$ cat src/rtl/uart_pkg.sv
// Shared UART definitions: FSM state encodings and parity-mode constants,
// used by both the transmit framer and the receive side.
package uart_pkg;

  typedef enum logic [2:0] {
    ST_IDLE   = 3'd0,
    ST_START  = 3'd1,
    ST_DATA   = 3'd2,
    ST_PARITY = 3'd3,
    ST_STOP   = 3'd4
  } uart_state_e;

  localparam int PAR_NONE = 0;
  localparam int PAR_ODD  = 1;
  localparam int PAR_EVEN = 2;

  // Narrower payloads are zero-extended, which leaves the XOR unchanged.
  function automatic logic parity_bit(input logic [7:0] data, input int mode);
    return (mode == PAR_ODD) ? ~(^data) : (^data);
  endfunction

endpackage

$ cat src/rtl/uart_bit_timer.sv
// Bit-period timer: free-running counter 0..CLKS_PER_BIT-1 with a synchronous
// restart and a one-cycle bit_end tick on the last cycle of each bit.
module uart_bit_timer #(
  parameter int CLKS_PER_BIT = 434
) (
  input  logic clk,
  input  logic rst,
  input  logic restart,
  output logic bit_end
);

  localparam int CNT_W = (CLKS_PER_BIT > 1) ? $clog2(CLKS_PER_BIT) : 1;
  localparam logic [CNT_W-1:0] LAST = CNT_W'(CLKS_PER_BIT - 1);

  logic [CNT_W-1:0] cnt_q;
  logic [CNT_W-1:0] cnt_d;

  always_comb begin
    cnt_d = cnt_q + CNT_W'(1);
    if (restart || (cnt_q == LAST)) begin
      cnt_d = '0;
    end
  end

  always_ff @(posedge clk or posedge rst) begin
    if (rst) begin
      cnt_q <= '0;
    end else begin
      cnt_q <= cnt_d;
    end
  end

  assign bit_end = (cnt_q == LAST);

endmodule

$ cat src/rtl/uart_tx_framer.sv
// UART transmit framer: accepts a word on a valid/ready handshake and
// serialises start, data (LSB first), optional parity and stop bits on tx.
module uart_tx_framer
  import uart_pkg::*;
#(
  parameter int CLKS_PER_BIT = 434,
  parameter int DATA_BITS    = 8,
  parameter int PARITY       = 0,
  parameter int STOP_BITS    = 1
) (
  input  logic                 clk,
  input  logic                 rst,
  input  logic [DATA_BITS-1:0] tx_data,
  input  logic                 tx_valid,
  output logic                 tx_ready,
  output logic                 tx,
  output logic                 busy,
  output logic                 done,
  output logic [2:0]           state_dbg
);

  // Handshake: a word transfers on a rising edge where tx_valid && tx_ready.
  // tx_ready is high exactly while IDLE; tx_data is ignored at all other times.

  localparam logic [2:0] LAST_DATA = 3'(DATA_BITS - 1);
  localparam logic [2:0] LAST_STOP = 3'(STOP_BITS - 1);

  uart_state_e          state_q, state_d;
  logic [DATA_BITS-1:0] shift_q, shift_d;
  logic [2:0]           idx_q, idx_d;
  logic                 par_q, par_d;
  logic                 tx_q, tx_d;
  logic                 done_q, done_d;
  logic                 restart;
  logic                 bit_end;

  uart_bit_timer #(.CLKS_PER_BIT(CLKS_PER_BIT)) u_timer (
    .clk     (clk),
    .rst     (rst),
    .restart (restart),
    .bit_end (bit_end)
  );

  // tx_d is the value for the next cycle, so each bit lands on the line
  // exactly on the first cycle of its bit period.
  always_comb begin
    state_d = state_q;
    shift_d = shift_q;
    idx_d   = idx_q;
    par_d   = par_q;
    tx_d    = tx_q;
    done_d  = 1'b0;
    restart = 1'b0;
    unique case (state_q)
      ST_IDLE: begin
        restart = 1'b1;
        tx_d    = 1'b1;
        if (tx_valid) begin
          state_d = ST_START;
          shift_d = tx_data;
          par_d   = parity_bit(8'(tx_data), PARITY);
          idx_d   = '0;
          tx_d    = 1'b0;
        end
      end
      ST_START: begin
        if (bit_end) begin
          state_d = ST_DATA;
          restart = 1'b1;
          tx_d    = shift_q[0];
          shift_d = shift_q >> 1;
          idx_d   = '0;
        end
      end
      ST_DATA: begin
        if (bit_end) begin
          restart = 1'b1;
          if (idx_q == LAST_DATA) begin
            idx_d = '0;
            if (PARITY != PAR_NONE) begin
              state_d = ST_PARITY;
              tx_d    = par_q;
            end else begin
              state_d = ST_STOP;
              tx_d    = 1'b1;
            end
          end else begin
            idx_d   = idx_q + 3'd1;
            tx_d    = shift_q[0];
            shift_d = shift_q >> 1;
          end
        end
      end
      ST_PARITY: begin
        if (bit_end) begin
          state_d = ST_STOP;
          restart = 1'b1;
          tx_d    = 1'b1;
          idx_d   = '0;
        end
      end
      ST_STOP: begin
        if (bit_end) begin
          restart = 1'b1;
          if (idx_q == LAST_STOP) begin
            state_d = ST_IDLE;
            done_d  = 1'b1;
            idx_d   = '0;
          end else begin
            idx_d = idx_q + 3'd1;
          end
        end
      end
      default: begin
        state_d = ST_IDLE;
        tx_d    = 1'b1;
      end
    endcase
  end

  always_ff @(posedge clk or posedge rst) begin
    if (rst) begin
      state_q <= ST_IDLE;
      shift_q <= '0;
      idx_q   <= '0;
      par_q   <= 1'b0;
      tx_q    <= 1'b1;
      done_q  <= 1'b0;
    end else begin
      state_q <= state_d;
      shift_q <= shift_d;
      idx_q   <= idx_d;
      par_q   <= par_d;
      tx_q    <= tx_d;
      done_q  <= done_d;
    end
  end

  assign tx        = tx_q;
  assign tx_ready  = (state_q == ST_IDLE);
  assign busy      = (state_q != ST_IDLE);
  assign done      = done_q;
  assign state_dbg = state_q;

endmodule

$ cat config.mk
export PLATFORM = sky130hd
export DESIGN_NAME = uart_tx_framer
export DESIGN_NICKNAME = d
export VERILOG_FILES = /design/src/rtl/uart_pkg.sv /design/src/rtl/uart_bit_timer.sv /design/src/rtl/uart_tx_framer.sv
export SDC_FILE = /design/constraint.sdc
export NUM_CORES = 1
export LEC_CHECK = 0
export CORE_AREA = 2 2 45 67
export DETAILED_ROUTE_END_ITERATION = 8
export DIE_AREA = 0 0 47 69
export PLACE_DENSITY = 0.87
export SYNTH_ARGS = -nofsm -noshare
export SYNTH_HDL_FRONTEND = slang
export SYNTH_SLANG_ARGS = --single-unit
$ cat constraint.sdc
create_clock -name clk -period 2.2 [get_ports clk]
set_input_delay 0.33 -clock clk [delete_from_list [all_inputs] [get_ports clk]]
set_output_delay 0.33 -clock clk [all_outputs]
set_load 0.02 [all_outputs]
# After elaboration in Yosys (flattened, before gate mapping)
# Cells that the tools add are included.
dict set report word_totals {
  wordCells 68
  ff_bits 25
  out_inout_bits 7
  in_bits 11
}
dict set report op_classes {
  n_eq_ne 15
  muxes 32
  n_bitwise 1
  add_sub_neg 2
  reduce_logical 12
}
# operator count
set ops {}
lappend ops {{2-to-1 mux 3 bit} 13}
lappend ops {{2-to-1 mux 8 bit} 4}
lappend ops {{one-hot mux 8 bit (3 select lines)} 1}
lappend ops {{!= test 2 bit, second input constant} 8}
lappend ops {{one-hot mux 3 bit (5 select lines)} 1}
lappend ops {{one-hot mux 3 bit (4 select lines)} 1}
lappend ops {{AND reduction 5 bit} 2}
lappend ops {{adder 9 x 1 -> 9 bit, second input constant} 1}
lappend ops {{equality test 9 bit, second input constant} 1}
lappend ops {{2-to-1 mux 1 bit} 9}
lappend ops {{2-to-1 mux 9 bit} 1}
lappend ops {{AND reduction 7 bit} 1}
lappend ops {{equality test 3 x 2 -> 1 bit, second input constant} 2}
lappend ops {{equality test 3 bit, second input constant} 2}
lappend ops {{zero test 3 bit} 2}
lappend ops {{nonzero test 3 bit} 2}
lappend ops {{one-hot mux 1 bit (5 select lines)} 1}
lappend ops {{AND reduction 4 bit} 1}
lappend ops {{nonzero test 4 bit} 1}
lappend ops {{OR reduction 4 bit} 1}
lappend ops {{adder 3 x 1 -> 3 bit, second input constant} 1}
lappend ops {{equality test 3 x 1 -> 1 bit, second input constant} 1}
lappend ops {{!= test 2 x 1 -> 1 bit, second input constant} 1}
lappend ops {{one-hot mux 1 bit (2 select lines)} 1}
lappend ops {{other kinds (3)} 3}

# Depth between registers and ports, before layout
dict set report logic_depth {
  depth_word 5
  depth_mapped 6
  depth_no_buf 6
}

# By module
# A second synthesis with hierarchy kept.
dict set report unflattened {
  cells_unflattened 135
  area_unflattened_um2 1492.7
}
# mod seq_area_each_um2 area_per_inst_um2 cells_per_inst n_inst
set modules_own_cells {}
lappend modules_own_cells {uart_tx_framer 401.6 1003.5 86 1}
lappend modules_own_cells {uart_bit_timer 225.2 489.2 49 1}

# Worst setup path before layout
# Ideal clock, no wire load.
dict set report synth_timing {
  kind {reg-to-reg}
  start {register state_q[1] (netlist: state_dbg[1])}
  end {register shift_q[0]}
  slack_ps 327
  t_required_ps 2075
  setup_ps 125
  arrival_ps 1749
  path_stages_with_launch 6
  cell_sequence {dfrtp_1 > buf_4 > xnor2_1 > nor2_1 > mux2_2 > mux2_2}
}
dict set report synth_between {
  elab_chain_cells 3
  elab_cells_between_ends 10
  classes_between {6 x eq/ne; 1 x mux; 3 x reduce/logical}
}
# item line
set synth_rtl {}
lappend synth_rtl {{from (decl)} uart_tx_framer.sv:28} ;# uart_state_e state_q, state_d;
lappend synth_rtl {{from (signal assigned)} uart_tx_framer.sv:130} ;# state_q <= state_d;
lappend synth_rtl {{equality test 3 x 2 -> 1 bit (tied with other cells)} uart_tx_framer.sv:54} ;# unique case (state_q)
lappend synth_rtl {{!= test 2 bit (no line) / nonzero test 3 bit (equally long branches)} n/a}
lappend synth_rtl {{AND reduction 5 bit (no line)} n/a}
lappend synth_rtl {{to (signal assigned)} uart_tx_framer.sv:131} ;# shift_q <= shift_d;
lappend synth_rtl {{to (decl)} uart_tx_framer.sv:29} ;# logic [DATA_BITS-1:0] shift_q, shift_d;
# Several ways; a longest one is shown, not always the timed one.
# A chain may end at the register's enable or synchronous reset.

# Final worst setup path
dict set report layout_timing {
  start {register state_q[1] (netlist: state_dbg[1])}
  end {output port busy}
}
dict set report layout_between {
  elab_chain_cells 1
}
# item line
set layout_rtl {}
lappend layout_rtl {{nonzero test 3 bit} uart_tx_framer.sv:141} ;# assign busy = (state_q != ST_IDLE);
lappend layout_rtl {{to (decl)} uart_tx_framer.sv:17} ;# output logic busy,
# Every way passes these cells.

==> metrics.cfg <==
[layout]
multiInputGateArea_sq_um = 687
fin_util_pct = 62.9
seq_area_sq_um = 627
areaGrowthSynthToFinish_pct = 20.5
fill_cells = 229
final_stage_net_count = 169
share_of_post_route_cells_with_drive_strength_above_1_pct = 20.4
post_route_cell_area_sq_um = 1660
non_filler_instances = 189
antenna_cells_inserted = 0

[drt]
routed_via_count = 971
detail_route.iter0.violations = 23
post_route_drc_violation_count = 0
finalWirelength_um = 2470
ant_nets = 0
vias_per_cell = 5.14
post_drt_wl_per_cell_um = 13.1
drt_first_pass_iters = 4

[grt]
grt.busiest_layer = met2
pin_count_of_the_biggest_net_entering_global_routing = 26
grt_pass1_vias = 1038
globalRouteMet2Util_pct = 28.3
global_route.overflow_total = 0
grt_first_pass_wirelength_um = 4340
globalRouteMet3Util_pct = 1.57
groute.layer.met1.usage_pct = 24.1
globalRouteTotalUtil_pct = 17.7
antenna_found_initial = 0

[power_and_ir_drop]
power.leakage_nw = 0.747
max-vdd-ir-drop_uv = 519
power_density_nw_per_um2 = 775

[critical_path]
worst-endpoint-arrival_ps = 1650
ff2ff_setup_slack_ps = 270
reg2reg_to = shift_q[7]
critical_path_class = reg -> out
timing.critical_path.to_type = output pin
crit_fanout = 4
rr_worst_depth = 6
type_of_element_launching_the_critical_path = flip-flop
setup.worst_path.start = state_dbg[1]
crit_required_ps = 1870
r2r-start = idx_q[0]
cp-endpoint = busy

[clock_tree]
path_clk_slew_ps = 90
clk_path_buf_depth = 2
cts.sinks = 25
cts_tree = yes
cts-root-buf = clkbuf_8
ctsHtreeMaxLevel = 1
clk_latency_ps = 260
numCtsBuffers = 3
cts_post_setup_buffers_inserted = 0

[outcome]
run_status = finished, final reports clean

[yosys]
yosysTopAreaCellShare_pct = 43.5
yosysWarnings = 0
netlist_instances = 128
synth_cell_type_count = 32
edff_count_synth = 0
flops_latches_synth = 25
synth.yosys.seq_area_share_pct = 45.4
netlist_area_sq_um = 1380
synth_top_cell_by_area = dfrtp_1
synthFlopType = dfrtp_1
postSynth.asyncResetShare_pct = 100
synth.top_cells.by_area = dfrtp_1 (43%), mux2_2 (12%), ha_1 (4.5%)
postSynthAreaPerCell_sq_um = 10.8
synthesized_netlist_net_count = 144

[floorplan]
chipHeight_um = 69
initial_core_util_pct = 52.2
boundaryPins = 18
fp.dieArea_sq_um = 3240
core_sq_um = 2650
fp.dieW_um = 47
floorplan.rows = 23

[sta]
worst_slew_margin_rel_pct = 73.5
grt_setup_unrepaired = no
finalCritPeriodShare_pct = 89.9
final.setup_skew_ps = 5.39
max_freq_mhz = 505
timing.setup.tns_ps = 0
maxSlewViolCount = 0
layout_min_cycle_time_ps = 1980
tightestPinTransition_ps = 397
final-hold-violation-count = 0
final_layout_worst_hold_slack_ps = 412
setup_viol_count_final = 0

[place]
place.port_buffers = 17
finalWeightedCongestion = 0.789
placed_cell_area_sq_um = 1620
detailedPlacementHpwl_um = 1880
placed_cells_incl_taps = 185

[flow_run]
max_cap_viol_count = 0

[min_path]
class_of_the_most_critical_hold_timing_path = in -> async

[report_power, final]
group	internal (mW)	switching [mW]	total, mW
combinational	0.212	0.154	0.366
clock	0.129	0.140	0.269
sequential	0.576	0.0787	0.654
[per-layer routing]
| layer | vias up | part of all wire (%) |
|---|---|---|
| met4 | 0 | 1.8 |
| met1 | 461 | 43 |
| met5 | - | 0 |
| met3 | 4 | 2.9 |
| met2 | 19 | 53 |
| li1 | 487 | - |
[metrics by stage]
stage               power, mW  setup slack (ps)
finish                   1.29               222
global route             1.37               157
CTS                      1.30              45.8
detailed placement       1.03               290
global placement         1.01               325
floorplan               0.921               327
[cell families after synthesis]
group	after synthesis	share of synthesized area (%)
AO/OA/AOI/OAI	15	8.24
multiplexers	19	15.1
flip-flops	25	45.4
AND/OR/NAND/NOR	42	16.8
buffers and inverters	14	4.89
adder cells (fa/ha/maj)	5	4.53
XOR/XNOR	8	5.07
[worst max-delay path, cell delays in order, from the launching register on]
cell and delay [ps]:
dfrtp_1 380, or3_1 440, clkdlybuf4s50_1 570
[worst min-delay path by stage]
| stage | start | to | cells past startpoint |
|---|---|---|---|
| floorplan | rst | done | 1 |
| global placement | u_timer.cnt_q[0] | u_timer.cnt_q[0] | 1 |
| detailed placement | u_timer.cnt_q[0] | u_timer.cnt_q[0] | 1 |
| CTS | rst | u_timer.cnt_q[1] | 3 |
| global route | rst | u_timer.cnt_q[1] | 3 |
| finish | rst | u_timer.cnt_q[1] | 3 |
[final cells by class]
type | count | area share [%]
Inverter | 11 | 2.48
Clock buffer | 4 | 2.71
Tap cell | 37 | 2.78
Multi-Input combinational cell | 89 | 41.3
Sequential cell | 25 | 37.7
Timing Repair Buffer | 23 | 13.1
[what timing repair did]
item / CTS / global route
resized for setup: 0 / 1
endpoints found under the setup margin: 0 / 1
hold buffers: 0 / 0
[flip-flops by register name (all words and copies together), names as in the netlist]
signal	flops
idx_q	3
shift_q	8
done	1
u_timer.cnt_q	9
state_dbg	3
tx	1
[cells in the mapped netlist (2+ instances only)]
cell type	number
xnor2_1	7
mux2i_1	4
nor2_1	16
buf_4	2
ha_1	5
inv_1	11
or3_1	2
a21oi_1	2
mux2_2	15
o21ai_0	3
nand3_1	7
dfrtp_1	24
nor3_1	3
nand2_1	4
nand2b_1	4
nor2b_1	2
a22oi_1	2
[placed cells by master, fill, tap and decap left out, drive strengths merged]
master         count
clkdlybuf4s50     16
xor2               1
or3                2
dlymetal6s2s       1
buf                6
o21ai              3
nand2b             4
nand2              4
dfrtp             24
nor2b              2
a211oi             1
and2               1
ha                 5
a32o               1
clkbuf             4
nor2              16
xnor2              7
nand3              7
o31ai              1
mux2              15
mux2i              4
o32a               1
o22ai              1
and4               1
nor4b              1
a22oi              2
dfstp              1
a21oi              3
inv               11
o2111ai            1
nor3               4
a22o               1
(Power assumes the default switching activity.)
